<file path="config.mk">
export PLATFORM = sky130hd
export DESIGN_NAME = memory_writeback_stage
export DESIGN_NICKNAME = d
export VERILOG_FILES = /design/src/rtl/memory_writeback_stage.sv
export SDC_FILE = /design/constraint.sdc
export NUM_CORES = 1
export LEC_CHECK = 0
export CORE_ASPECT_RATIO = 1.1
export CORE_MARGIN = 1
export CORE_UTILIZATION = 53
export CTS_CLUSTER_SIZE = 16
export DETAILED_ROUTE_END_ITERATION = 12
export GPL_TIMING_DRIVEN = 0
export PLACE_DENSITY_LB_ADDON = 0.25
export SETUP_SLACK_MARGIN = 0.2
export SLEW_MARGIN = 15
export SYNTH_ARGS = -nofsm -noshare
export SYNTH_HDL_FRONTEND = slang
export SYNTH_SLANG_ARGS = --single-unit
</file>
<file path="constraint.sdc">
create_clock -name clk -period 5 [get_ports clk]
set_clock_uncertainty 0.05 [all_clocks]
set_input_delay 1 -clock clk [delete_from_list [all_inputs] [get_ports clk]]
set_output_delay 1 -clock clk [all_outputs]
set_load 0.05 [all_outputs]
</file>
<file path="src/rtl/memory_writeback_stage.sv">
// memory_writeback_stage
//   Two-stage pipeline stage that sits behind the data-RAM address generator.
//   S1 captures a LD/ST/LDR/STR in the cycle its address is issued. S2 combines
//   the RAM read data, which arrives one cycle later, with the captured request.
//   S2 drives two register-file write-back ports:
//     port 0 carries load data (word, or byte merged into the old destination),
//     port 1 carries the incremented/decremented base register.
//
// Ports
//   clk, reset_n        : rising-edge clock, asynchronous active-low reset
//   stall               : freeze S1/S2 advancement
//   flush               : squash the instruction held in S1
//   req_*               : request issued to the RAM this cycle
//   ram_rdata           : RAM read data, valid the cycle after the address
//   wb0_en/idx/data     : load write-back, one-cycle strobe
//   wb1_en/idx/data     : base-update write-back, one-cycle strobe
//   s1_busy, s1_dst     : S1 holds a load, and its destination (for hazards)

module memory_writeback_stage #(
  parameter int DW   = 16,
  parameter int RIDX = 3,
  parameter int STEP = 1
) (
  input  logic            clk,
  input  logic            reset_n,
  input  logic            stall,
  input  logic            flush,
  input  logic            req_valid,
  input  logic            req_load,
  input  logic            req_byte,
  input  logic            req_inc,
  input  logic            req_dec,
  input  logic [RIDX-1:0] req_dst,
  input  logic [RIDX-1:0] req_base,
  input  logic [DW-1:0]   req_base_val,
  input  logic [DW-1:0]   req_dst_old,
  input  logic [DW-1:0]   ram_rdata,
  output logic            wb0_en,
  output logic [RIDX-1:0] wb0_idx,
  output logic [DW-1:0]   wb0_data,
  output logic            wb1_en,
  output logic [RIDX-1:0] wb1_idx,
  output logic [DW-1:0]   wb1_data,
  output logic            s1_busy,
  output logic [RIDX-1:0] s1_dst
);

  // S1 state
  logic            s1_valid_q;
  logic            s1_load_q;
  logic            s1_byte_q;
  logic            s1_inc_q;
  logic            s1_dec_q;
  logic [RIDX-1:0] s1_dst_q;
  logic [RIDX-1:0] s1_base_q;
  logic [DW-1:0]   s1_base_val_q;
  logic [DW-1:0]   s1_dst_old_q;

  // Read data saved when S1 is stalled, since ram_rdata is only valid for one cycle
  logic            hold_flag_q;
  logic [DW-1:0]   hold_data_q;

  logic            advance;
  logic            conflict;
  logic [DW-1:0]   rd_sel;
  logic [DW-1:0]   ld_result;
  logic [DW-1:0]   base_next;
  logic            unused_dst_old_lo;

  // S1 moves into S2 only when it holds something and is neither frozen nor squashed
  assign advance = s1_valid_q & ~stall & ~flush;

  // The low byte of the old destination is always overwritten by a byte load
  assign unused_dst_old_lo = ^s1_dst_old_q[7:0];

  always_comb begin
    rd_sel    = hold_flag_q ? hold_data_q : ram_rdata;
    ld_result = s1_byte_q ? {s1_dst_old_q[DW-1:8], rd_sel[7:0]} : rd_sel;
    // inc has priority when both inc and dec are set; arithmetic wraps modulo 2^DW
    base_next = s1_inc_q ? (s1_base_val_q + DW'(STEP)) : (s1_base_val_q - DW'(STEP));
    // A load whose destination is also its base register: the load result wins
    conflict  = s1_load_q & (s1_dst_q == s1_base_q);
  end

  // S1 register: flush beats stall, stall beats a new request
  always_ff @(posedge clk or negedge reset_n) begin
    if (!reset_n) begin
      s1_valid_q    <= 1'b0;
      s1_load_q     <= 1'b0;
      s1_byte_q     <= 1'b0;
      s1_inc_q      <= 1'b0;
      s1_dec_q      <= 1'b0;
      s1_dst_q      <= '0;
      s1_base_q     <= '0;
      s1_base_val_q <= '0;
      s1_dst_old_q  <= '0;
    end else if (flush) begin
      s1_valid_q <= 1'b0;
    end else if (!stall) begin
      s1_valid_q    <= req_valid;
      s1_load_q     <= req_load;
      s1_byte_q     <= req_byte;
      s1_inc_q      <= req_inc;
      s1_dec_q      <= req_dec;
      s1_dst_q      <= req_dst;
      s1_base_q     <= req_base;
      s1_base_val_q <= req_base_val;
      s1_dst_old_q  <= req_dst_old;
    end
  end

  // Hold register: only the first stall cycle sees the real read data, so capture
  // it once and keep it until S1 advances or is flushed.
  always_ff @(posedge clk or negedge reset_n) begin
    if (!reset_n) begin
      hold_flag_q <= 1'b0;
      hold_data_q <= '0;
    end else if (flush || !stall) begin
      hold_flag_q <= 1'b0;
    end else if (s1_valid_q && s1_load_q && !hold_flag_q) begin
      hold_flag_q <= 1'b1;
      hold_data_q <= ram_rdata;
    end
  end

  // S2 doubles as the write-back output register. Strobes are recomputed every
  // cycle, so they pulse once per instruction and drop during stalls.
  always_ff @(posedge clk or negedge reset_n) begin
    if (!reset_n) begin
      wb0_en   <= 1'b0;
      wb0_idx  <= '0;
      wb0_data <= '0;
      wb1_en   <= 1'b0;
      wb1_idx  <= '0;
      wb1_data <= '0;
    end else begin
      wb0_en <= advance & s1_load_q;
      wb1_en <= advance & (s1_inc_q | s1_dec_q) & ~conflict;
      if (advance) begin
        wb0_idx  <= s1_dst_q;
        wb0_data <= ld_result;
        wb1_idx  <= s1_base_q;
        wb1_data <= base_next;
      end
    end
  end

  assign s1_busy = s1_valid_q & s1_load_q;
  assign s1_dst  = s1_busy ? s1_dst_q : '0;

endmodule

</file>
==> metrics.cfg, run 1 <==
[status]
status=completed

[synthesis]
synthArstFlopShare_pct=100
syn_avg_cell_area_um2=11.5
ys_seq_area_share_pct=53.5
synth_commonest_cells=dfrtp_1 (92), mux2_2 (53), nand2_1 (44), o21ai_0 (37), a21oi_1 (18)
synth_area_leader_cell=dfrtp_1
syn_nets=452
ys_warn_count=0
synth_most_common_cell=dfrtp_1
synth_cell_types=38
synth-main-ff-cell=dfrtp_1
synth_edf_count=0
syn_area_um2=4310
ys_ff_latch=92
synthCells=374
synth_top_area_share_pct=53.5
synthTopCellsByArea=dfrtp_1 (53%), mux2_2 (14%), o21ai_0 (4.3%)

[cts]
cts_setup_buffers=0
ctsHoldBuffers=0
cts_buffers=9
cts_tree=done
htreeDepth=3
clock_sinks=92
clockBufferDepth=2
cts-resized-gates=0
clk_latency_ns=0.35
clk_pin_slew_worst_paths_ns=0.09
ctsRootBufferMaster=clkbuf_8

[cells_and_area]
area_delta_synth_final_pct=30.6
n_antenna_cell=0
nNetsFinal=562
instances_no_fill=597
drive_above_1_share_pct=15.7
post-route-util_pct=71.1

[setup_path]
timing_worst_setup_path_type=reg2out
r2r_cells=7
path_buf_inv=1
cp-end-kind=output pin
cp_max_fo=7
cp-endpoint=s1_busy
required_ns=3.95
ff2ff_setup_slack_ns=2.21
reg2reg_from=s1_inc_q$_DFFE_PN0P_
crit_family=buffers and inverters
cp_slowest_cell=clkdlybuf4s50_1
cp.arrival_ns=1.87
start_kind=flop
critPathMaxStageDelay_ns=0.84
timing.rr.end=wb1_data[13]$_DFFE_PN0P_
cp-startpoint=s1_valid_q$_DFFE_PN0N_
cp.depth=2
path_cells=and2_1 > clkdlybuf4s50_1

[route]
drtAntennaViolNets=0
drt_iter0_markers=193
wire_per_inst_um=15.4
num_vias=3209
avgViaCountPerCell=5.38
dr.pass1.iters=4
drcViolationCount=0
routed_wl_um=9180

[timing]
min_period_ns=2.92
worst_pin_slew_ns=0.568
setup_viol=0
rsz0062_at_grt=no
min_period_over_period_pct=58.4
max_slew_margin_pct=62.1
tns_ns=0
drv_slew=0
fmax_mhz=343
finalHoldViolations=0
holdWs_ns=0.434

[hold_path]
worstHoldPathType=reg2reg

[global_routing]
grt_overflow=0
grt_pass1_wl_um=14700
antenna_found_initial=0
grt_start_max_net_pins=52
grt_pass1_vias=3097
grt_usage_pct=22.9

[die]
core_um2=7910
die_area_um2=8490
dieHeight_um=96.5
rows=34
num_io_pins=107
die_w_um=87.9
start_util_pct=54.4

[placement]
place_congestion=0.890
io_buffers=98
dp.cells=581
place_hpwl_um=6800

[power_and_ir_drop]
cellPowerDensity_nw_per_um2=466
p_leak_nw=2.40
finalPower_w=0.00262
irDropWorstVdd_v=0.000259

[job]
maxCapViolations=0

==> where the power goes <==
part	total [W]	internal [W]	switching (W)	leakage (nW)
Sequential	0.00104	0.000928	0.000110	1.14
Clock	0.000458	0.000185	0.000272	0.0808
Combinational	0.00112	0.000438	0.000685	1.18
==> tightest hold or removal path: cells and delay by family, from the launching register on <==
| family | cells | cell delay [ns] |
|---|---|---|
| simple gates | 1 | 0.04 |
| flops | 1 | 0.35 |
| compound gates | 1 | 0.06 |
==> area by class of cell <==
cell class,instances,area (um2)
Multi-Input combinational cell,259,1910
Tap cell,108,135
Clock inverter,6,47.5
Timing Repair Buffer,99,1010
Inverter,5,18.8
Clock buffer,10,128
Sequential cell,92,2300
Fill cell,612,2290
Buffer,18,75.1
==> per-layer routing <==
| metal | wire length, um | vias up | GRT usage (%) |
|---|---|---|---|
| li1 | - | 1544 | - |
| met1 | 4000 | 1575 | 29.8 |
| met2 | 4520 | 83 | 37.7 |
| met3 | 572 | 7 | 6.63 |
| met4 | 89 | 0 | 5.74 |
| met5 | 0 | - | 0 |
==> worst min path at each step <==
| stage | to | start | depth (start not counted) |
|---|---|---|---|
| finish | wb0_data[6]$_DFFE_PN0P_ | wb0_data[6]$_DFFE_PN0P_ | 2 |
| global route | wb0_data[6]$_DFFE_PN0P_ | wb0_data[6]$_DFFE_PN0P_ | 2 |
| floorplan | wb1_data[0]$_DFFE_PN0P_ | s1_base_val_q[0]$_DFFE_PN0P_ | 1 |
| detailed placement | wb1_data[3]$_DFFE_PN0P_ | wb1_data[3]$_DFFE_PN0P_ | 2 |
| global placement | wb0_data[6]$_DFFE_PN0P_ | wb0_data[6]$_DFFE_PN0P_ | 2 |
| CTS | wb1_data[5]$_DFFE_PN0P_ | wb1_data[5]$_DFFE_PN0P_ | 2 |
==> state kept, by name, summed over array words and instances, names as in the netlist, 3 cells and up <==
register / flops
hold_data_q: 16
wb0_data: 16
wb1_idx: 3
s1_base_q: 3
wb0_idx: 3
s1_dst_q: 3
wb1_data: 16
s1_base_val_q: 16
s1_dst_old_q: 8
==> through the flow <==
step                worst slack [ns]  cell area (um2)
CTS                             2.04             5620
detailed placement              1.86             5450
global placement              -0.430             5420
floorplan                       2.61             4310
finish                          2.08             5620
global route                    1.97             5620
==> cell families (layout without fill, tap and decap cells) <==
logic type | Yosys count | after routing | share of synthesized area (%)
buffers and inverters | 23 | 138 | 2.18
DFF | 92 | 92 | 53.5
and+or+nand+nor | 85 | 85 | 8.89
muxes | 70 | 70 | 17.8
adders and majority gates | 15 | 15 | 4.53
AOI/OAI and AO/OA | 73 | 73 | 9.88
xor gates and xnor gates | 16 | 16 | 3.25
==> cell usage in the layout, fill, tap and decap left out, types with 2 or more instances in the layout <==
master	synthesis	layout
clkdlybuf4s50_1	0	97
o21a_1	2	2
nor2_1	17	17
clkbuf_1	13	14
mux2_2	53	53
nor2b_1	2	2
ha_1	14	14
nand4_1	3	3
buf_2	3	3
xnor2_1	10	10
a31oi_1	2	2
dfrtp_1	92	92
buf_4	1	2
nand2_1	44	44
a21oi_1	18	18
nand2b_1	3	3
and3_1	5	5
xor2_1	6	6
o21ai_0	37	37
o31ai_1	2	2
nand3_1	4	4
inv_1	5	5
and2_1	3	3
a21o_1	4	4
mux2i_1	17	17
clkbuf_8	0	9
clkinvlp_4	0	3
No activity file was read; power rests on OpenSTA's default activity.
==> run 2, diff against run 1 <==
Settings changed: CORE_UTILIZATION 53 to 49.
Clock period 5 ns to 2.8 ns, I/O delays scaled along.
==> metrics.cfg, run 2 (synthesis results as in run 1) <==
[power_and_ir_drop]
cellPowerDensity_nw_per_um2=842  ; +81%
irDropWorstVdd_v=0.000441  ; +70%
p_leak_nw=2.46  ; +2.3%

[global_routing]
grt_usage_pct=22.1  ; -0.85 points
grt_pass1_vias=3304  ; +6.7%
grt_pass1_wl_um=15700  ; +6.6%
grt_overflow=0  ; unchanged
antenna_found_initial=0  ; unchanged
grt_start_max_net_pins=63  ; +21%

[route]
drtAntennaViolNets=0  ; unchanged
num_vias=3196  ; -0.41%
avgViaCountPerCell=5.27  ; -2.0%
drt_iter0_markers=166  ; -14%
drcViolationCount=0  ; unchanged
wire_per_inst_um=15.6  ; +1.1%
dr.pass1.iters=4  ; unchanged
routed_wl_um=9440  ; +2.8%

[setup_path]
start_kind=flop
path_buf_inv=1  ; unchanged
cp_max_fo=6  ; -1
cp.arrival_ns=1.88  ; about the same
critPathMaxStageDelay_ns=0.83  ; about the same
cp-end-kind=output pin
path_cells=and2_1 > clkdlybuf4s50_1
required_ns=2.19  ; -1.76 ns
timing_worst_setup_path_type=reg2out
cp_slowest_cell=clkdlybuf4s50_1
crit_family=buffers and inverters

[die]
core_um2=8450  ; +6.8%
start_util_pct=51.0  ; -3.5 points
die_w_um=91.4  ; +3.9%
die_area_um2=9170  ; +8.0%
rows=35  ; +2.9%
dieHeight_um=100  ; +3.9%
num_io_pins=107  ; unchanged

[cells_and_area]
mostFrequentLayoutCell=clkdlybuf4s50_1
post-route-util_pct=67.9  ; -3.1 points
instances_no_fill=607  ; +1.7%
nNetsFinal=569  ; +1.2%
fillers=677  ; +11%
area_delta_synth_final_pct=33.3
final_cell_mix=clkdlybuf4s50_1 (97), dfrtp_1 (91), mux2_2 (53)
n_antenna_cell=0  ; unchanged
drive_above_1_share_pct=17.9  ; +2.2 points

[placement]
dp.cells=584  ; +0.52%
place_hpwl_um=6900  ; +1.5%
io_buffers=98  ; unchanged
place_congestion=0.846  ; -5.0%
pre_cts_slack_ns=0.000232  ; -1.86 ns

[cts]
clock_sinks=92  ; unchanged
ctsRootBufferMaster=clkbuf_8
clk_latency_ns=0.36  ; about the same
htreeDepth=3  ; unchanged
clockBufferDepth=2  ; unchanged
cts_buffers=9  ; unchanged
clk_pin_slew_worst_paths_ns=0.09  ; about the same
ctsHoldBuffers=0  ; unchanged
cts_tree=done

[timing]
max_slew_margin_pct=60.1  ; -2.0 points
rsz0062_at_grt=no
drv_slew=0  ; unchanged
setup_ws_ns=0.313  ; -1.77 ns
fmax_mhz=402
setup_viol=0  ; unchanged
worst_pin_slew_ns=0.599  ; +0.0305 ns
min_period_ns=2.49
min_period_over_period_pct=88.8
finalHoldViolations=0  ; unchanged
tns_ns=0  ; unchanged

[hold_path]
worstHoldPathType=in2async

[status]
status=completed

[job]
maxCapViolations=0  ; unchanged

[run 2: worst register-to-register path, stage by stage, from the launching register on]
cell	delay, ns
dfrtp_2	0.39
clkinvlp_4	0.09
buf_4	0.15
ha_1	0.28
clkbuf_1	0.19
a21o_1	0.23
a31oi_2	0.21
o221ai_1	0.15
a31o_2	0.24
xnor2_1	0.20
o21ai_0	0.13
[run 2: worst paths after layout]
check                                         from                       end  slack (ns)  cells past startpoint
max                          s1_load_q$_DFFE_PN0P_                   s1_busy        0.31                      2
min                                        reset_n   wb1_data[8]$_DFFE_PN0P_        0.08                      1
max reg2reg                   s1_inc_q$_DFFE_PN0P_  wb1_data[14]$_DFFE_PN0P_        0.37                     10
min reg2reg                wb1_data[6]$_DFFE_PN0P_   wb1_data[6]$_DFFE_PN0P_        0.43                      2
max in group asynchronous                  reset_n      s1_inc_q$_DFFE_PN0P_        1.97                      2
min in group clk           wb1_data[6]$_DFFE_PN0P_   wb1_data[6]$_DFFE_PN0P_        0.43                      2
[run 2: repair_timing]
item,CTS,global route
buffers inserted,5,2
endpoints found under the setup margin,5,5
gates resized for setup,3,2
endpoints found under the hold margin,0,0
pin swaps,0,1
cloned,0,0
[run 2: final cells by class]
type	count	area [um2]	share of cell area, %
Buffer	18	75.1	1.31
Clock buffer	10	138	2.40
Clock inverter	6	71.3	1.24
Inverter	5	22.5	0.392
Multi-Input combinational cell	259	1930	33.7
Sequential cell	92	2300	40.1
Tap cell	111	139	2.42
Timing Repair Buffer	106	1060	18.4
[run 2: per-stage QoR]
stage | cell area (um2) | total power [W] | hold WS (ns)
after floorplan | 4310 | 0.00320 | 0.214
after global placement | 5430 | 0.00384 | 0.412
after detailed placement | 5450 | 0.00390 | 0.422
after CTS | 5710 | 0.00485 | 0.0839
after global routing | 5740 | 0.00508 | 0.115
final | 5740 | 0.00483 | 0.0837
[run 2: power breakdown]
| group | internal (W) | switching, W | leakage [nW] |
|---|---|---|---|
| combinational | 0.000810 | 0.00125 | 1.22 |
| clock | 0.000446 | 0.000479 | 0.105 |
| sequential | 0.00166 | 0.000187 | 1.14 |
[run 2: layer usage]
metal | routed length [um] | GRT usage, %
met1 | 4040 | 28.1
met2 | 4790 | 37.4
met3 | 491 | 4.62
met4 | 123 | 7.81
met5 | 0 | 0
==> run 3, diff against run 2 <==
Settings changed: CELL_PAD_IN_SITES_DETAIL_PLACEMENT from default to 2, CELL_PAD_IN_SITES_GLOBAL_PLACEMENT from default to 2, CORE_UTILIZATION 49 to 32, GPL_ROUTABILITY_DRIVEN from default to 0, PLACE_DENSITY from default to 0.84, PLACE_DENSITY_LB_ADDON 0.25 to default.
==> metrics.cfg, run 3 (synthesis results as in run 1) <==
[power_and_ir_drop]
irDropWorstVdd_v=0.000310  ; -30%
p_leak_nw=2.50  ; +1.6%
p_comb_share_pct=41.3  ; -1.4 points
cellPowerDensity_nw_per_um2=888  ; +5.5%
cellInternalPower_w=0.00321  ; +10%
power.clock.fraction_pct=23.2  ; +4.0 points
p_sw_share_pct=39.0  ; -0.68 points
seqPwrFrac_pct=35.4  ; -2.8 points
p_sw_w=0.00205  ; +7.1%
finalPower_w=0.00527  ; +9.0%

[cells_and_area]
n_antenna_cell=0  ; unchanged
area_delta_synth_final_pct=37.7
mostFrequentLayoutCell=clkdlybuf4s50_1
drive_above_1_share_pct=19.0  ; +1.0 points
fillers=1350  ; +99%
instances_no_fill=656  ; +8.1%
final_cell_mix=clkdlybuf4s50_1 (97), dfrtp_1 (91), mux2_2 (53)
final_cell_area_um2=5930  ; +3.3%
nNetsFinal=569  ; unchanged

[hold_path]
worstHoldPathType=in2async

[setup_path]
reg2reg_from=s1_inc_q$_DFFE_PN0P_
r2r_cells=9  ; -1
cp.arrival_ns=2.70  ; +0.82 ns
timing_worst_setup_path_type=reg2reg
critPathMaxStageDelay_ns=0.38  ; -0.45 ns
path_cells=clkinvlp_4 > ha_1 > clkbuf_1 > a21o_1 > a31oi_4 > nor2_1 > a311oi_2 > xor2_1 > o21ai_0
cp_max_fo=7  ; +1
path_buf_inv=2  ; +1
start_kind=flop
crit_family=compound AO/OA/AOI/OAI gates
ff2ff_setup_slack_ns=0.25  ; -0.12 ns
required_ns=2.94  ; +0.75 ns
cp_slowest_cell=dfrtp_2
cp-end-kind=flop
timing.rr.end=wb1_data[12]$_DFFE_PN0P_

[die]
start_util_pct=32.7  ; -18 points
core_um2=13200  ; +56%
die_area_um2=13900  ; +52%
dieHeight_um=124  ; +23%
rows=44  ; +26%
die_w_um=113  ; +23%
num_io_pins=107  ; unchanged

[timing]
max_slew_margin_pct=58.9  ; -1.2 points
min_period_ns=2.55  ; +0.0680 ns
rsz0062_at_grt=yes
fmax_mhz=391  ; -2.7%
drv_slew=0  ; unchanged
worst_pin_slew_ns=0.617  ; +0.0179 ns
min_period_over_period_pct=91.2  ; +2.4 points
holdWs_ns=0.137  ; +0.0533 ns
setup_viol=0  ; unchanged
finalHoldViolations=0  ; unchanged

[global_routing]
grt_pass1_wl_um=20100  ; +28%
antenna_found_initial=0  ; unchanged
met1_usage_pct=22.4  ; -5.7 points
met3_usage_pct=3.45  ; -1.2 points
grt_start_max_net_pins=57  ; -9.5%
grt_busiest_layer=met2
grt_util_met2_pct=33.8  ; -3.6 points
grt_pass1_vias=3811  ; +15%
grt_overflow=0  ; unchanged
grt_usage_pct=19.0  ; -3.1 points

[status]
status=completed

[placement]
io_buffers=98  ; unchanged
place_area_um2=5510  ; +1.1%
dp.cells=634  ; +8.6%
place_hpwl_um=9040  ; +31%

[cts]
clk_latency_ns=0.34  ; -0.02 ns
clk_pin_slew_worst_paths_ns=0.06  ; -0.03 ns
ctsRootBufferMaster=clkbuf_16
cts_buffers=9  ; unchanged
htreeDepth=3  ; unchanged
cts_tree=done
clockBufferDepth=2  ; unchanged
clock_sinks=92  ; unchanged
ctsHoldBuffers=0  ; unchanged

[route]
num_vias=3349  ; +4.8%
dr.pass1.iters=6  ; +2
routed_wl_um=12500  ; +32%
drt_iter0_markers=90  ; -46%
drtAntennaViolNets=0  ; unchanged
avgViaCountPerCell=5.11  ; -3.0%
drcViolationCount=0  ; unchanged
wire_per_inst_um=19.0  ; +22%

[job]
maxCapViolations=0  ; unchanged

## run 3: cell types whose count changed in the layout (fill, tap and decap cells not counted), sizes merged
cell	delta
clkbuf	+2
clkinv	-2
inv	-1
## run 3: cell type report
cell class,instances,area (um2),share of cell area [%]
clock buffer,12,246,4.16
timing repair buffer,106,1060,17.8
sequential,92,2300,38.8
buffer,18,76.3,1.29
tap,161,201,3.40
multi-input combinational,259,1980,33.3
inverter,5,22.5,0.380
clock inverter,3,46.3,0.780
## run 3: worst max path at each step
stage	to	start	slack (ns)	depth (start not counted)
after floorplan	wb1_data[13]$_DFFE_PN0P_	s1_inc_q$_DFFE_PN0P_	0.41	7
after global placement	wb1_idx[0]$_DFFE_PN0P_	reset_n	-2.36	1
after detailed placement	wb1_data[12]$_DFFE_PN0P_	s1_inc_q$_DFFE_PN0P_	-0.15	9
after CTS	wb1_data[12]$_DFFE_PN0P_	s1_inc_q$_DFFE_PN0P_	0.23	9
after global routing	wb1_data[12]$_DFFE_PN0P_	s1_inc_q$_DFFE_PN0P_	0.11	9
final	wb1_data[12]$_DFFE_PN0P_	s1_inc_q$_DFFE_PN0P_	0.25	9
## run 3: metal layers
metal	part of all wire [%]	vias up
met4	2.6	0
li1	-	1548
met3	3.7	21
met2	53	70
met5	0	-
met1	41	1710
## run 3: power groups by stage
stage | Combinational, W | Clock [W] | Sequential, W
floorplan | 0.000681 | 0 | 0.00252
global placement | 0.00201 | 0 | 0.00187
detailed placement | 0.00208 | 0 | 0.00190
CTS | 0.00216 | 0.00126 | 0.00187
global route | 0.00232 | 0.00129 | 0.00191
finish | 0.00218 | 0.00122 | 0.00187
## run 3: worst register-to-register path: stages (launching register included)
cell and delay (ns):
dfrtp_2 0.38, clkinvlp_4 0.16, ha_1 0.33, clkbuf_1 0.23, a21o_1 0.27, a31oi_4 0.22
nor2_1 0.09, a311oi_2 0.29, xor2_1 0.26, o21ai_0 0.13
## run 3: repair_timing
item	CTS	global route
setup endpoints to repair	8	5
endpoints found under the hold margin	0	0
setup buffers	7	0
gates resized for setup	8	8
pin swaps	3	0
## run 3: per-stage QoR
| step | worst slack [ns] | util, % | setup TNS [ns] |
|---|---|---|---|
| 2_1_floorplan | 0.410 | - | 0 |
| 3_3_place_gp | -2.36 | 41.7 | -216.32 |
| 3_5_place_dp | -0.148 | 41.9 | -0.352 |
| 4_1_cts | 0.233 | 44.8 | 0 |
| 5_1_grt | 0.107 | 45.1 | 0 |
| 6_report | 0.245 | 45.1 | 0 |
